### src/rtl/cov_tlb_event_monitor.sv
// TLB tag-array coverage monitor: detects per-entry fill/invalidate/replace,
// queues one event record per cycle for samplers and keeps saturating totals.
module cov_tlb_event_monitor #(
  parameter int unsigned TLB_ENTRIES = 16,
  parameter int unsigned ASID_WIDTH  = 16,
  parameter int unsigned FIFO_DEPTH  = 8,
  parameter int unsigned CNT_W       = 16
) (
  input  logic                                     clk_i,
  input  logic                                     rst_i,
  input  logic                                     en_i,
  input  logic [TLB_ENTRIES*(ASID_WIDTH+30)-1:0]   tags_i,
  output logic                                     evt_valid_o,
  input  logic                                     evt_ready_i,
  output logic [1:0]                               evt_kind_o,
  output logic [$clog2(TLB_ENTRIES)-1:0]           evt_idx_o,
  output logic [ASID_WIDTH-1:0]                    evt_asid_o,
  output logic [26:0]                              evt_vpn_o,
  output logic [1:0]                               evt_size_o,
  output logic [CNT_W-1:0]                         cnt_fill_o,
  output logic [CNT_W-1:0]                         cnt_inval_o,
  output logic [CNT_W-1:0]                         cnt_replace_o,
  output logic [CNT_W-1:0]                         cnt_drop_o,
  output logic                                     overflow_o,
  output logic [$clog2(TLB_ENTRIES):0]             occupancy_o
);

  localparam int unsigned EW     = ASID_WIDTH + 30;
  localparam int unsigned IDX_W  = $clog2(TLB_ENTRIES);
  localparam int unsigned OCC_W  = IDX_W + 1;
  localparam int unsigned PTR_W  = $clog2(FIFO_DEPTH);
  localparam int unsigned FCNT_W = PTR_W + 1;

  typedef enum logic [1:0] {
    EVT_FILL    = 2'd0,
    EVT_INVAL   = 2'd1,
    EVT_REPLACE = 2'd2,
    EVT_FLUSH   = 2'd3
  } evt_kind_e;

  typedef struct packed {
    evt_kind_e             kind;
    logic [IDX_W-1:0]      idx;
    logic [ASID_WIDTH-1:0] asid;
    logic [26:0]           vpn;
    logic [1:0]            size;
  } evt_rec_t;

  logic [TLB_ENTRIES*EW-1:0] prev_tags;
  logic                      primed;

  logic [TLB_ENTRIES-1:0] fill_vec, inval_vec, repl_vec;
  logic [OCC_W-1:0]       n_fill, n_inval, n_repl, n_chg, n_valid;
  logic [EW-1:0]          sel_tag;
  logic [IDX_W-1:0]       sel_idx;
  evt_kind_e              sel_kind;
  logic                   det_flush, det_active, det_push;
  logic [OCC_W-1:0]       drop_multi, drop_inc;
  evt_rec_t               det_rec;

  logic                   pend_valid;
  evt_rec_t               pend_rec;

  evt_rec_t               mem [FIFO_DEPTH];
  logic [PTR_W-1:0]       wr_ptr, rd_ptr;
  logic [FCNT_W-1:0]      fcnt;
  logic                   fifo_full, do_pop, do_push, push_drop;
  evt_rec_t               head;

  function automatic logic [CNT_W-1:0] sat_add(input logic [CNT_W-1:0] a,
                                                input logic [OCC_W-1:0] b);
    logic [CNT_W:0] s;
    s = {1'b0, a} + (CNT_W+1)'(b);
    return s[CNT_W] ? '1 : s[CNT_W-1:0];
  endfunction

  // Per-entry change classification and population counts
  always_comb begin
    fill_vec  = '0;
    inval_vec = '0;
    repl_vec  = '0;
    n_fill    = '0;
    n_inval   = '0;
    n_repl    = '0;
    n_valid   = '0;
    for (int i = 0; i < TLB_ENTRIES; i++) begin
      fill_vec[i]  = !prev_tags[i*EW] && tags_i[i*EW];
      inval_vec[i] = prev_tags[i*EW] && !tags_i[i*EW];
      repl_vec[i]  = prev_tags[i*EW] && tags_i[i*EW] &&
                     (prev_tags[i*EW+1 +: EW-1] != tags_i[i*EW+1 +: EW-1]);
      n_fill  = n_fill  + OCC_W'(fill_vec[i]);
      n_inval = n_inval + OCC_W'(inval_vec[i]);
      n_repl  = n_repl  + OCC_W'(repl_vec[i]);
      n_valid = n_valid + OCC_W'(tags_i[i*EW]);
    end
    n_chg = n_fill + n_inval + n_repl;
  end

  // Lowest-index change wins; INVAL reports the departing tag
  always_comb begin
    sel_tag  = '0;
    sel_idx  = '0;
    sel_kind = EVT_FILL;
    for (int i = TLB_ENTRIES - 1; i >= 0; i--) begin
      if (fill_vec[i] || inval_vec[i] || repl_vec[i]) begin
        sel_idx  = IDX_W'(i);
        sel_kind = inval_vec[i] ? EVT_INVAL : (fill_vec[i] ? EVT_FILL : EVT_REPLACE);
        sel_tag  = inval_vec[i] ? prev_tags[i*EW +: EW] : tags_i[i*EW +: EW];
      end
    end
    det_active = en_i && primed;
    det_push   = det_active && (n_chg != '0);
    det_flush  = (n_chg > OCC_W'(1)) && (n_chg == n_inval);
    det_rec    = '{kind: sel_kind, idx: sel_idx, asid: sel_tag[EW-1:30],
                   vpn: sel_tag[29:3], size: {sel_tag[1], sel_tag[2]}};
    if (det_flush) begin
      det_rec      = '0;
      det_rec.kind = EVT_FLUSH;
      det_rec.idx  = IDX_W'(n_chg - OCC_W'(1));
    end
    drop_multi = (det_push && !det_flush) ? n_chg - OCC_W'(1) : '0;
  end

  // FIFO handshake; a pop frees the slot for a same-cycle push when full
  always_comb begin
    fifo_full = (fcnt == FCNT_W'(FIFO_DEPTH));
    do_pop    = (fcnt != '0) && evt_ready_i;
    do_push   = pend_valid && (!fifo_full || do_pop);
    push_drop = pend_valid && fifo_full && !do_pop;
    drop_inc  = drop_multi + OCC_W'(push_drop);
  end

  always_ff @(posedge clk_i) begin
    if (rst_i) begin
      prev_tags     <= '0;
      primed        <= 1'b0;
      occupancy_o   <= '0;
      pend_valid    <= 1'b0;
      pend_rec      <= '0;
      wr_ptr        <= '0;
      rd_ptr        <= '0;
      fcnt          <= '0;
      cnt_fill_o    <= '0;
      cnt_inval_o   <= '0;
      cnt_replace_o <= '0;
      cnt_drop_o    <= '0;
      overflow_o    <= 1'b0;
    end else begin
      if (en_i) begin
        prev_tags   <= tags_i;
        primed      <= 1'b1;
        occupancy_o <= n_valid;
      end else begin
        primed <= 1'b0;
      end
      pend_valid <= det_push;
      pend_rec   <= det_rec;
      if (det_active) begin
        cnt_fill_o    <= sat_add(cnt_fill_o, n_fill);
        cnt_inval_o   <= sat_add(cnt_inval_o, n_inval);
        cnt_replace_o <= sat_add(cnt_replace_o, n_repl);
      end
      cnt_drop_o <= sat_add(cnt_drop_o, drop_inc);
      if (push_drop) overflow_o <= 1'b1;
      if (do_push) wr_ptr <= wr_ptr + PTR_W'(1);
      if (do_pop)  rd_ptr <= rd_ptr + PTR_W'(1);
      fcnt <= fcnt + FCNT_W'(do_push) - FCNT_W'(do_pop);
    end
  end

  always_ff @(posedge clk_i) begin
    if (do_push) mem[wr_ptr] <= pend_rec;
  end

  // Head fields read straight from storage, forced to zero when empty
  always_comb begin
    head        = mem[rd_ptr];
    evt_valid_o = (fcnt != '0);
    evt_kind_o  = evt_valid_o ? head.kind : 2'd0;
    evt_idx_o   = evt_valid_o ? head.idx  : '0;
    evt_asid_o  = evt_valid_o ? head.asid : '0;
    evt_vpn_o   = evt_valid_o ? head.vpn  : '0;
    evt_size_o  = evt_valid_o ? head.size : '0;
  end

endmodule

### config.mk
export PLATFORM = sky130hd
export DESIGN_NAME = cov_tlb_event_monitor
export DESIGN_NICKNAME = d
export VERILOG_FILES = /design/src/rtl/cov_tlb_event_monitor.sv
export SDC_FILE = /design/constraint.sdc
export NUM_CORES = 2
export LEC_CHECK = 0
export ABC_CLOCK_PERIOD_IN_PS = 19400
export CAP_MARGIN = 20
export CORE_AREA = 2 2 402 404
export DETAILED_ROUTE_END_ITERATION = 10
export DIE_AREA = 0 0 404 406
export PLACE_DENSITY = 0.66
export SLEW_MARGIN = 20
export SYNTH_ARGS = -nofsm -noshare
export SYNTH_HDL_FRONTEND = slang
export SYNTH_SLANG_ARGS = --single-unit
### constraint.sdc
create_clock -name clk_i -period 19.4 [get_ports clk_i]
set_clock_uncertainty 0.05 [all_clocks]
set_input_delay 1.94 -clock clk_i [delete_from_list [all_inputs] [get_ports clk_i]]
set_output_delay 1.94 -clock clk_i [all_outputs]
set_load 0.05 [all_outputs]
==> results.sh <==
export IMPL_ys_seq_area_frac=0.415
export IMPL_routed_wirelength_microns=307000
export IMPL_drv_slew=0
export IMPL_critical_path_class="input pin to flip-flop"
export IMPL_worstPathArrival_ns=13.39
export IMPL_num_vias=58670
export IMPL_firstDrtPassIters=8
export IMPL_cts_made_buffers=149
export IMPL_max_stage_delay_ns=1.08
export IMPL_synth_avg_cell_area_sq_um=10.7
export IMPL_clk_path_buf_depth=3
export IMPL_final_cell_mix="mux2i_1, nor2_1, dfxtp_1"
export IMPL_top_level_ports=862
export IMPL_ys_async_sr_fraction=0
export IMPL_synth_cells=6705
export IMPL_viasPerCell=6.05
export IMPL_grt_max_degree=202
export IMPL_rsz0062_at_grt="no"
export IMPL_cp_required_ns=20.05
export IMPL_ys_warn_count=0
export IMPL_fin_util=0.548
export IMPL_fillCellCount=13973
export IMPL_synth_top_flop_cell="dfxtp_1"
export IMPL_worstHoldStart="occupancy_o[4]"
export IMPL_syn_nets=7599
export IMPL_leakagePower_nw=33.8
export IMPL_root_buffer="clkbuf_16"
export IMPL_hpwlAfterDp_microns=235000
export IMPL_synth_cell_area_sq_um=71600
export IMPL_nets=8299
export IMPL_syn_to_final_growth_pct=22.3
export IMPL_antenna_left=0
export IMPL_grt_pass1_vias=55941
export IMPL_synth_seq_cells=1280
export IMPL_grt_pass1_wl_microns=418000
export IMPL_coreArea_sq_um=160000
export IMPL_cts_clk_slew_worst_paths_ns=0.07
export IMPL_insertion_delay_ns=0.80
export IMPL_wl_per_cell_microns=31.6
export IMPL_ctsHoldBuffers=0
export IMPL_die_area_sq_um=164000
export IMPL_fmax_ghz=0.0785
export IMPL_setup_violations=0
export IMPL_slowest_stage="o41ai_4"
export IMPL_cts_resized=0
export IMPL_synth_edff_count=408
export IMPL_status="completed"
export IMPL_start_kind="input pin"
export IMPL_cts_num_sinks=1280
export IMPL_drt_iter0_markers=6791
export IMPL_tightestPinTransition_ns=1.30
export IMPL_die_x_microns=404
export IMPL_htreeDepth=4
export IMPL_regArea_sq_um=29700
export IMPL_setup_tns_final_ns=0
export IMPL_critical_path_buf_inv_count=5
export IMPL_final_common_cell="mux2i_1"
export IMPL_max_slew_margin=0.134
export IMPL_fin_crit_sh=0.657
export IMPL_track_usage=0.360
export IMPL_p_per_area_nw_per_um2=103
export IMPL_timing_final_ws_setup_ns=6.66
export IMPL_antenna_found_initial=137
export IMPL_endpoint_kind="flip-flop"
export IMPL_drive_gt1_frac=0.110
export IMPL_critPathTopFamily="adder cells"
export IMPL_dieHeight_microns=406
export IMPL_post_place_ws_ns=5.93
export IMPL_cts_tree="done"
export IMPL_max_cap_violations=0
export IMPL_rr_startpoint="prev_tags[362]"
export IMPL_fp_row_count=147
export IMPL_synth_distinct_cells=81
export IMPL_cpMostUsedCell="fa_1"
export IMPL_drc=0
export IMPL_finalCriticalPeriod_ns=12.74
export IMPL_post_cts_buffers=0
export IMPL_cp_max_fo=13
export IMPL_ir_drop_mv=0.102
export IMPL_startpoint="tags_i[362]"
export IMPL_multi_input_area_sq_um=39900
export IMPL_gr_total_overflow=0
export IMPL_final_hold_viol_count=0
export IMPL_start_util=0.449
export IMPL_place_port_buffers=861
export IMPL_place_gp_congestion=1.01
export IMPL_hold_path_class="flip-flop to flip-flop"
[cell families after synthesis]
logic type               synth area share
XOR/XNOR                           0.0966
flip-flops                          0.415
multiplexers                        0.250
AO/OA/AOI/OAI                      0.0832
buffers and inverters              0.0307
adder cells (fa/ha/maj)            0.0321
AND/OR/NAND/NOR                    0.0924
[worst min-delay path: stages, from the launching register on]
cell      delay [ns]
dfxtp_1         0.31
nand2b_1        0.06
a21oi_1         0.06
[power breakdown]
group	switching, mW	internal (mW)	total (mW)
clock network	1.23	1.68	2.92
registers	0.192	3.02	3.21
logic	1.82	1.09	2.91
total	3.25	5.79	9.04
[metal layers]
| layer | routed length [microns] | track usage | up-vias |
|---|---|---|---|
| li1 | - | - | 25867 |
| met1 | 115000 | 0.437 | 28988 |
| met2 | 134000 | 0.548 | 2938 |
| met4 | 22900 | 0.239 | 92 |
| met5 | 612 | 0 | - |
| met3 | 34000 | 0.116 | 785 |
[Yosys cell counts (36+ instances only)]
| cell type | n | area (sq um) |
|---|---|---|
| inv_1 | 136 | 510 |
| buf_2 | 36 | 180 |
| a221o_1 | 36 | 360 |
| nor3_1 | 45 | 225 |
| a22oi_1 | 46 | 345 |
| mux4_2 | 102 | 2300 |
| edfxtp_1 | 408 | 12300 |
| a31oi_1 | 53 | 332 |
| buf_1 | 97 | 364 |
| mux2_2 | 295 | 3320 |
| a211oi_1 | 42 | 315 |
| nand3_1 | 51 | 255 |
| a221oi_1 | 36 | 315 |
| nor4_1 | 141 | 882 |
| o221ai_1 | 80 | 701 |
| dfxtp_1 | 872 | 17500 |
| mux2i_1 | 1229 | 12300 |
| nand4_1 | 71 | 444 |
| nand2_1 | 146 | 548 |
| o22ai_1 | 46 | 288 |
| fa_1 | 50 | 1000 |
| xor2_1 | 611 | 5350 |
| a2bb2oi_1 | 45 | 394 |
| nor2b_1 | 61 | 382 |
| clkbuf_1 | 293 | 1100 |
| ha_1 | 104 | 1300 |
| o31ai_1 | 46 | 345 |
| a21oi_1 | 179 | 896 |
| a21boi_0 | 39 | 293 |
| nor2_1 | 917 | 3440 |
| xnor2_1 | 176 | 1540 |
[state kept, by name, summed over array words and instances, names as in the netlist, named ones only]
name / flops
cnt_fill_o: 16
rd_ptr: 3
wr_ptr: 3
occupancy_o: 5
prev_tags: 736
primed: 1
cnt_replace_o: 16
pend_valid: 1
cnt_drop_o: 16
fcnt: 4
overflow_o: 1
cnt_inval_o: 16
mem: 408
pend_rec: 51
[metrics by stage]
| step | power (mW) | cells | hold WS, ns | cell area (sq um) |
|---|---|---|---|---|
| floorplan | 5.01 | 6705 | 0.404 | 71600 |
| global placement | 6.10 | 9337 | 0.408 | 82300 |
| detailed placement | 6.15 | 9340 | 0.421 | 82300 |
| CTS | 9.04 | 9611 | 0.433 | 87300 |
| global route | 9.37 | 9644 | 0.458 | 87400 |
| finish | 9.04 | 9703 | 0.428 | 87600 |
[area by class of cell]
cell class              count  area share
well taps                2086      0.0298
clock inverters            74     0.00990
clock buffers             197      0.0471
multi-input cells        4858       0.456
diodes                     92     0.00263
flip-flops and latches   1280       0.339
repair buffers            980       0.109
inverters                 136     0.00583
[worst paths after layout]
path	end	slack [ns]	cells past startpoint
max reg2reg	cnt_drop_o[10]	7.95	34
max	cnt_drop_o[10]	6.66	35
min reg2reg	occupancy_o[4]	0.43	2
min	occupancy_o[4]	0.43	2
Power figures use the tool's default switching activity.
